`config.mk`:
```
export PLATFORM = sky130hd
export DESIGN_NAME = manchester_frame_ctrl_flat
export DESIGN_NICKNAME = d
export VERILOG_FILES = /design/src/rtl/manchester_frame_ctrl_if.sv /design/src/rtl/manchester_frame_ctrl.sv /design/src/flat_wrapper.sv
export SDC_FILE = /design/constraint.sdc
export NUM_CORES = 1
export LEC_CHECK = 0
export ABC_CLOCK_PERIOD_IN_PS = 3250
export CAP_MARGIN = 0
export CORE_UTILIZATION = 47
export CTS_CLUSTER_SIZE = 10
export DETAILED_ROUTE_END_ITERATION = 8
export GPL_TIMING_DRIVEN = 0
export PLACE_DENSITY_LB_ADDON = 0.05
export SLEW_MARGIN = 10
export SYNTH_ARGS = -nofsm -noshare
export SYNTH_HDL_FRONTEND = slang
export SYNTH_SLANG_ARGS = --single-unit
```
`constraint.sdc`:
```
create_clock -name clk -period 3.25 [get_ports clk]
set_input_delay 0.8125 -clock clk [delete_from_list [all_inputs] [get_ports clk]]
set_output_delay 0.8125 -clock clk [all_outputs]
set_load 0.03 [all_outputs]
```
`src/rtl/manchester_frame_ctrl_if.sv`:
```
// manchester_frame_ctrl_if: frame request, coded buffer and decoded-result handshake bundle
interface manchester_frame_ctrl_if #(
  parameter int ENCODED_DATA_SIZE = 23,
  parameter int CNT_W = 5
);
  localparam int BUFFER_SIZE = 2 * ENCODED_DATA_SIZE;
  logic start;
  logic [BUFFER_SIZE-1:0] coded_data;
  logic busy;
  logic decode_enable;
  logic [CNT_W-1:0] bit_count;
  logic [ENCODED_DATA_SIZE-1:0] result;
  logic result_valid;
  logic result_ready;
  logic symbol_error;
  logic [CNT_W-1:0] error_index;
  modport master (
    output start, coded_data, result_ready,
    input busy, decode_enable, bit_count, result, result_valid, symbol_error, error_index
  );
  modport slave (
    input start, coded_data, result_ready,
    output busy, decode_enable, bit_count, result, result_valid, symbol_error, error_index
  );
endinterface

```
`src/rtl/manchester_frame_ctrl.sv`:
```
// manchester_frame_ctrl: captures a Manchester-coded frame, decodes one pair per clock MSB-first,
// flags the first illegal pair and hands the word out over valid/ready
module manchester_frame_ctrl #(
  parameter int ENCODED_DATA_SIZE = 23,
  parameter int CNT_W = 5
) (
  input logic clk,
  input logic reset,
  manchester_frame_ctrl_if.slave f
);
  localparam int BUFFER_SIZE = 2 * ENCODED_DATA_SIZE;
  typedef enum logic [1:0] {IDLE, DECODE, DONE} state_t;
  state_t state;
  logic [BUFFER_SIZE-1:0] shift_reg;
  logic [1:0] pair;
  logic illegal;
  assign pair = shift_reg[BUFFER_SIZE-1 -: 2];
  assign illegal = pair[1] ~^ pair[0];
  always_ff @(posedge clk or posedge reset)
    if (reset) begin
      state <= IDLE;
      shift_reg <= '0;
      f.busy <= 1'b0;
      f.decode_enable <= 1'b0;
      f.bit_count <= '0;
      f.result <= '0;
      f.result_valid <= 1'b0;
      f.symbol_error <= 1'b0;
      f.error_index <= '0;
    end else
      case (state)
        IDLE: if (f.start) begin
          state <= DECODE;
          shift_reg <= f.coded_data;
          f.busy <= 1'b1;
          f.decode_enable <= 1'b1;
          f.bit_count <= '0;
          f.result <= '0;
          f.symbol_error <= 1'b0;
          f.error_index <= '0;
        end
        DECODE: begin
          // illegal pairs decode as 0; only the first one is recorded
          f.result <= {f.result[ENCODED_DATA_SIZE-2:0], pair == 2'b10};
          shift_reg <= shift_reg << 2;
          f.bit_count <= f.bit_count + 1'b1;
          if (illegal && !f.symbol_error) begin
            f.symbol_error <= 1'b1;
            f.error_index <= f.bit_count;
          end
          if (f.bit_count == CNT_W'(ENCODED_DATA_SIZE - 1)) begin
            state <= DONE;
            f.decode_enable <= 1'b0;
            f.result_valid <= 1'b1;
          end
        end
        DONE: if (f.result_ready) begin
          state <= IDLE;
          f.busy <= 1'b0;
          f.result_valid <= 1'b0;
        end
        default: state <= IDLE;
      endcase
endmodule
```
`src/flat_wrapper.sv`:
```
// flat-port wrapper written by rule: the top's interface ports become plain ports
module manchester_frame_ctrl_flat 
#(
  parameter int ENCODED_DATA_SIZE = 23,
  parameter int CNT_W = 5
)
  (clk, reset, f_start, f_coded_data, f_result_ready, f_busy, f_decode_enable, f_bit_count, f_result, f_result_valid, f_symbol_error, f_error_index);
  manchester_frame_ctrl_if #(.ENCODED_DATA_SIZE(ENCODED_DATA_SIZE), .CNT_W(CNT_W)) f_i ();
  input logic clk;
  input logic reset;
  input wire logic [$bits(f_i.start)-1:0] f_start;
  input wire logic [$bits(f_i.coded_data)-1:0] f_coded_data;
  input wire logic [$bits(f_i.result_ready)-1:0] f_result_ready;
  output wire logic [$bits(f_i.busy)-1:0] f_busy;
  output wire logic [$bits(f_i.decode_enable)-1:0] f_decode_enable;
  output wire logic [$bits(f_i.bit_count)-1:0] f_bit_count;
  output wire logic [$bits(f_i.result)-1:0] f_result;
  output wire logic [$bits(f_i.result_valid)-1:0] f_result_valid;
  output wire logic [$bits(f_i.symbol_error)-1:0] f_symbol_error;
  output wire logic [$bits(f_i.error_index)-1:0] f_error_index;
  assign f_i.start = f_start;
  assign f_i.coded_data = f_coded_data;
  assign f_i.result_ready = f_result_ready;
  assign f_busy = f_i.busy;
  assign f_decode_enable = f_i.decode_enable;
  assign f_bit_count = f_i.bit_count;
  assign f_result = f_i.result;
  assign f_result_valid = f_i.result_valid;
  assign f_symbol_error = f_i.symbol_error;
  assign f_error_index = f_i.error_index;
  manchester_frame_ctrl #(.ENCODED_DATA_SIZE(ENCODED_DATA_SIZE), .CNT_W(CNT_W)) u_core (.clk(clk), .reset(reset), .f(f_i));
endmodule
```
Word-level counts from Yosys, hierarchy flattened --
Index checks and enable logic that the tools add are counted.
Operators by class: add/sub/neg operators 1, equality and inequality tests 8, multiplexer cells 22, bitwise logic cells 1, reduce and logical (&&, ||, !) cells 12
Operator list (count):
- $pmux 46 s2 | 1
- $mux 46 | 1
- $pmux 23 s2 | 1
- $mux 23 | 1
- $pmux 5 s2 | 2
- $reduce_and 3->1 | 5
- $mux 5 | 2
- $pmux 1 s2 | 4
- $mux 1 | 6
- $mux 2 | 3
- $pmux 2 s3 | 1
- $reduce_bool 2->1 | 3
- $add 5x1->5 const B | 1
- $eq 5x5->1 const B | 1
- $eq 2x2->1 const B | 2
- $ne 2x1->1 const B | 2
- $ne 2x2->1 const B | 2
- $eq 2x1->1 const B | 1
- $logic_not 2->1 | 1
- $reduce_and 2->1 | 1
- $logic_and 1x1->1 | 1
- $logic_not 1->1 | 1
- $xnor 1x1->1 | 1
Word-level totals: flip-flop bits (word level) 85, input bits 50, output and inout port bits 37

Longest topological paths before layout --
depth in word-level cells 4, gate-level depth with buffers 6

Least setup slack after synthesis --
No wires, ideal clock.
kind input -> register, from in f_start, to reg u_core.shift_reg[32], setup time 133 ps, data arrival time 1490 ps, data required time 3117 ps, slack 1627 ps, cell stages on the path 5, path buffers 3, cell sequence buf_4 buf_4 buf_2 a31oi_1 o21ai_0
On the way: cells in the longest elaborated chain, start to end 2
Ends and longest elaborated chain:
- from (decl) | RTL line flat_wrapper.sv:11 | input wire logic [$bits(f_i.start)-1:0] f_start;
- $ne 2x2->1 (no source line)
- $reduce_and 2->1 (no source line)
- to (signal assigned) | RTL line manchester_frame_ctrl.sv:34 | shift_reg <= f.coded_data;
- to (signal assigned) | RTL line manchester_frame_ctrl.sv:45 | shift_reg <= shift_reg << 2;
- to (decl) | RTL line manchester_frame_ctrl.sv:14 | logic [BUFFER_SIZE-1:0] shift_reg;
Every way passes these cells. A chain may end at the register's enable or synchronous reset.

Worst setup path after layout --
from reg u_core.f.bit_count[2], to out f_bit_count[2]
RTL lines:
- from (decl) | RTL line manchester_frame_ctrl_if.sv:23 | output busy, decode_enable, bit_count, result, result_valid, symbol_error, error_index
- from (signal assigned) | RTL line manchester_frame_ctrl.sv:46 | f.bit_count <= f.bit_count + 1'b1;
- to (decl) | RTL line flat_wrapper.sv:16 | output wire logic [$bits(f_i.bit_count)-1:0] f_bit_count;
No word-level cell between the ends.

==> qor.yml <==
outcome: "finished clean"
dieWidth_um: 92.54
synth_seq_area_share_pct: 55.21
routed_wl_mm: 8.880
min_path_cells: 2
p_per_area_nw_per_um2: 883.2
io_pins: 87
seqCellArea_um2: 2127
cp_max_fo: 7
netlist_instances: 366
synth_nets: 419
yosys_warnings: 0
largest_reg_flops: 46
finalCritPeriodShare_pct: 72.66
drtIter0Drc: 189
dr.pass1.iters: 4
clock_path_buffers: 2
grt_max_degree: 44
drive_above_1_share_pct: 9.808
clkSinkCount: 85
ys_ff_latch: 85
antenna_found_initial: 0
syn-cell-area_um2: 3852
dieArea_um2: 8563
power_leakage_nw: 2.198
multiInputGateArea_um2: 1531
p_sw_share_pct: 38.87
crit_type: "reg2out"
final_max_slew_viol_count: 0
area_growth_pct: 31.60
skew_ps: 6.312
ir_drop_mv: 0.5031
p_int_w: 0.002737
crit_chain: "clkdlybuf4s50_1"
max_clock_freq_mhz: 423.5
fin_ws_ps: 888.5
coreArea_um2: 7807
grt_usage_pct: 22.58
cts_resized: 0
chipHeight_um: 92.54
p_seq_share_pct: 40.5
postCtsHoldBufs: 0
critical_path.top_delay_family: "buffers and inverters"
portBuffers: 86
grt_pass1_vias: 3058
start_kind: "register"
fin_crit_ps: 2361
r2r_setup_slack_ps: 1640
drcViolationCount: 0
final_util_pct: 64.94
cts.root.buffer_cell: "clkbuf_8"
cts_tree: "yes"
diodes: 0
critPathSlowestCell: "clkdlybuf4s50_1"
finalHoldViolations: 0
overflow: 0
holdWs_ps: 483.6
hpwl_mm: 6.144
vias_per_cell: 5.574
cts.clk_slew.worst_paths_ps: 90
rows: 32
final_cell_mix: "86 x clkdlybuf4s50_1, 85 x dfrtp_1, 50 x o21ai_0"
cts_setup_buffers: 0
nets: 517
ys_types: 26
finalSetupViolations: 0
slowest_delay_ps: 720
fillers: 695
ys_top_cells_by_area: "dfrtp_1 55%, a22o_1 6.8%, o21ai_0 6.5%, a22oi_1 6.0%, nor2b_1 5.5%"
required_ps: 2440
power_frac_clock_pct: 17.5
gp_congestion: 0.7554
rsz0062_at_grt: "no"
insertion_delay_ps: 350
end_kind: "primary output"
htreeDepth: 3
pwr-share-comb_pct: 42.1
switchingPower_w: 0.001741
worstHoldPathType: "reg2reg"
pre_cts_slack_ps: 826.5
slew-limit-headroom_pct: 63.30
antenna_left: 0
tightest_slew_ps: 550.5
start_util_pct: 49.34
grt_pass1_wl_mm: 15.17
crit_arrival_ps: 1550
final_common_cell: "clkdlybuf4s50_1"
crit_buf_inv: 1
routedWlPerCell_um: 15.55
postSynthAreaPerCell_um2: 10.53
reg2reg_depth: 5
cts_inserted_buffers: 9
synth_top_area_share_pct: 55.21
crit_cells: 1
cap_violations: 0
synth_area_leader_cell: "dfrtp_1"
num_vias: 3183
[stage by stage]
step / area (um^2) / instances / power (W) / setup TNS (ps)
2_1_floorplan: 3852 / 366 / 0.003000 / 0
3_3_place_gp: 4841 / 554 / 0.003666 / -98920
3_5_place_dp: 4863 / 555 / 0.003718 / 0
4_1_cts: 5070 / 571 / 0.004516 / 0
5_1_grt: 5070 / 571 / 0.004788 / 0
6_report: 5070 / 571 / 0.004478 / 0
[cell type report]
| class | count | area share, % |
|---|---|---|
| Clock buffer | 10 | 2.715 |
| Buffer | 32 | 3.381 |
| Multi-Input combinational cell | 243 | 30.21 |
| Inverter | 6 | 0.4936 |
| Timing Repair Buffer | 87 | 17.37 |
| Sequential cell | 85 | 41.95 |
| Clock inverter | 6 | 1.357 |
| Tap cell | 102 | 2.517 |
[power groups by stage]
stage	registers [W]	logic [W]	clock network, W
finish	0.00181	0.00188	0.000783
global route	0.00187	0.00207	0.000846
CTS	0.00181	0.00190	0.000802
detailed placement	0.00183	0.00189	0
global placement	0.00181	0.00186	0
floorplan	0.00211	0.000889	0
[cells in the mapped netlist]
master,n
a21o_1,2
a21oi_1,33
a22o_1,30
a22oi_1,31
a31oi_1,13
and2_1,13
and3_1,1
buf_2,20
buf_4,3
buf_6,2
clkbuf_1,7
dfrtp_1,85
ha_1,3
inv_1,6
mux2i_1,3
nand2_1,19
nand2b_1,2
nand4_1,3
nor2_1,1
nor2b_1,34
nor3b_2,1
nor4bb_1,1
o21ai_0,50
o21ai_1,1
o21bai_2,1
or3b_4,1
[cell families (layout without fill, tap and decap cells)]
| family | count (synthesis) | in the layout | share of synthesized area, % |
|---|---|---|---|
| simple gates | 76 | 76 | 11.43 |
| compound gates | 161 | 161 | 26.57 |
| mux | 3 | 3 | 0.7795 |
| flops | 85 | 85 | 55.21 |
| buf+inv | 38 | 141 | 5.034 |
| fa+ha+maj | 3 | 3 | 0.9744 |
[final timing paths]
kind                                      endpoint             startpoint
max in group asynchronous     u_core.shift_reg[26]                  reset
hold / removal                u_core.shift_reg[36]   u_core.shift_reg[36]
setup reg to reg           u_core.f.error_index[4]   u_core.shift_reg[45]
min in group asynchronous      u_core.f.result[12]                  reset
setup / recovery                    f_bit_count[2]  u_core.f.bit_count[2]
hold reg to reg               u_core.shift_reg[36]   u_core.shift_reg[36]
[per-layer routing]
metal / vias up / share of wire, % / wire length (um) / GRT usage [%]
li1: 1527 / - / - / -
met1: 1561 / 48 / 4294 / 34.06
met2: 91 / 46 / 4085 / 33.52
met3: 4 / 5.1 / 453 / 4.105
met4: 0 / 0.52 / 46 / 5.859
met5: - / 0 / 0 / 0
Power figures use the tool's default switching activity.
==> variant (same flow settings) <==
Re-encode `state_t` (3 states) as one-hot, 3 bits wide.
--- a/src/rtl/manchester_frame_ctrl.sv
+++ b/src/rtl/manchester_frame_ctrl.sv
@@ -9,7 +9,7 @@
   manchester_frame_ctrl_if.slave f
 );
   localparam int BUFFER_SIZE = 2 * ENCODED_DATA_SIZE;
-  typedef enum logic [1:0] {IDLE, DECODE, DONE} state_t;
+  typedef enum logic [2:0] {IDLE = 3'b001, DECODE = 3'b010, DONE = 3'b100} state_t;
   state_t state;
   logic [BUFFER_SIZE-1:0] shift_reg;
   logic [1:0] pair;
Check against the original RTL: same outputs for any inputs over 10 cycles, from zero or initial values and one cycle with reset high; not proved beyond that.
==> variant against the original RTL <==
  * Total power down 20%
  * Synthesized area down 1.0%
  * Wire length down 11%
  * Setup slack worse by 0.026 ns
  * Final area down 1.2%
  * Utilization down 0.79 points
  * Clock skew up 0.0017 ns
  * Sequential power down 12%
  * Sequential cell count up 1
  * Non-clock buffer count down 8
  * Global-route usage down 2.9 points
  * Via count down 15%
  * Final cell count down 7.7%
==> variant: results (changes against the original RTL) <==
Internal=0.00235 W (-14%); largest net degree at the start of global routing=52 (+18%); Hold Path Sink=u_core.shift_reg[40]$_DFFE_PP0P_; hold wc startpoint=u_core.shift_reg[38]$_DFFE_PP0P_; H-tree depth=3 (unchanged); clock period minus worst slack=2.39 ns (+0.0260 ns); wl on met1=3940 µm (-8.4%); post-DP HPWL=5470 µm (-11%); Post-CTS Hold Fix Bufs=0 (unchanged); Synth Register Bits=86 (+1.2%); initial antenna violation count=0 (unchanged); Layout Cells excl Fill=527 (-7.7%); Inst Count DP=513 (-7.6%); post-synth net total=377 (-10%); Nets=475 (-8.1%); FILL cells=667 (-4.0%); Yosys cell types=34 (+31%); Min-Delay Path Depth=2 (unchanged); DRT Wirelength=7910 µm (-11%); post-route clock skew=0.00801 ns (+0.00170 ns); CP arrival=1.57 ns (+0.02 ns); status=finished clean; flop2flop setup slack=1.47 ns (-0.17 ns); Final Wtd Congestion=0.696 (-7.9%); synth cell count leaders=dfrtp_1, nand2_1, mux2i_1, o21ai_1, a22o_1; PostCTS Resize Cnt=0 (unchanged); Adder-Cell Fraction of Synth Area=0.00984 (+0.0000991); first-pass GRT wire length=13100 µm (-14%); Util after Layout=0.642 (-0.00785); register area share after synthesis=0.565 (+0.0125); Leakage=2.12 nW (-3.4%); Worst IR Drop VDD=0.000378 V (-25%); Worst R2R End=u_core.shift_reg[35]$_DFFE_PP0P_; mux contribution to synthesized area=0.148 (+0.140); Area contributors post-synth=dfrtp_1, mux2i_1, o21ai_1; 1st-iter DRT viols=128 (-32%); met1 usage=0.289 (-0.0516); routed wl met3=351 µm (-23%); met2 routed WL=3530 µm (-14%); worst reg2reg path depth=6 (+1); met3 Resource Use GR=0.0381 (-0.00291); Worst Tran Pin Value=0.465 ns (-0.0859 ns); xor-xnor portion of the synthesized cell area=0.00459 (+0.00459); GRT Total Usage=0.197 (-0.0287); R2R Path Start=u_core.state[0]$_DFFE_PP1P_; vias per inst=5.15 (-7.5%); hold_ws=0.482 ns (-0.00179 ns); vias in the first global route=2667 (-13%); Post-Synthesis Cells=324 (-11%); met2 usage=0.295 (-0.0398); Placed Area=0.00483 mm² (-0.64%); Place WS=0.872 ns (+0.0452 ns); share of post-route cells with drive strength above 1=0.111 (+0.0125)
variant: cell count changes in the layout (fill, tap and decap cells not counted), sizes merged, moves of 28 or more:
| cell | unedited run | this run |
|---|---|---|
| a22oi | 31 | 0 |
| nor2b | 34 | 6 |
| mux2i | 3 | 47 |
| nand2 | 19 | 47 |
| a21oi | 33 | 2 |
variant: cell type report:
| type | count | share of cell area |
|---|---|---|
| clock buffer | 9 | 0.0247 |
| buffer | 24 | 0.0342 |
| clock inverter | 5 | 0.0105 |
| tap | 102 | 0.0255 |
| timing repair buffer | 87 | 0.177 |
| multi-input combinational | 209 | 0.294 |
| sequential | 86 | 0.430 |
| inverter | 5 | 0.00425 |
variant: power by group through the flow:
stage	combinational [W]	clock, W	sequential (W)
5_1_grt	0.00143	0.000762	0.00164
6_report	0.00128	0.000708	0.00160
2_1_floorplan	0.000915	0	0.00163
4_1_cts	0.00130	0.000721	0.00160
3_5_place_dp	0.00129	0	0.00162
3_3_place_gp	0.00127	0	0.00161
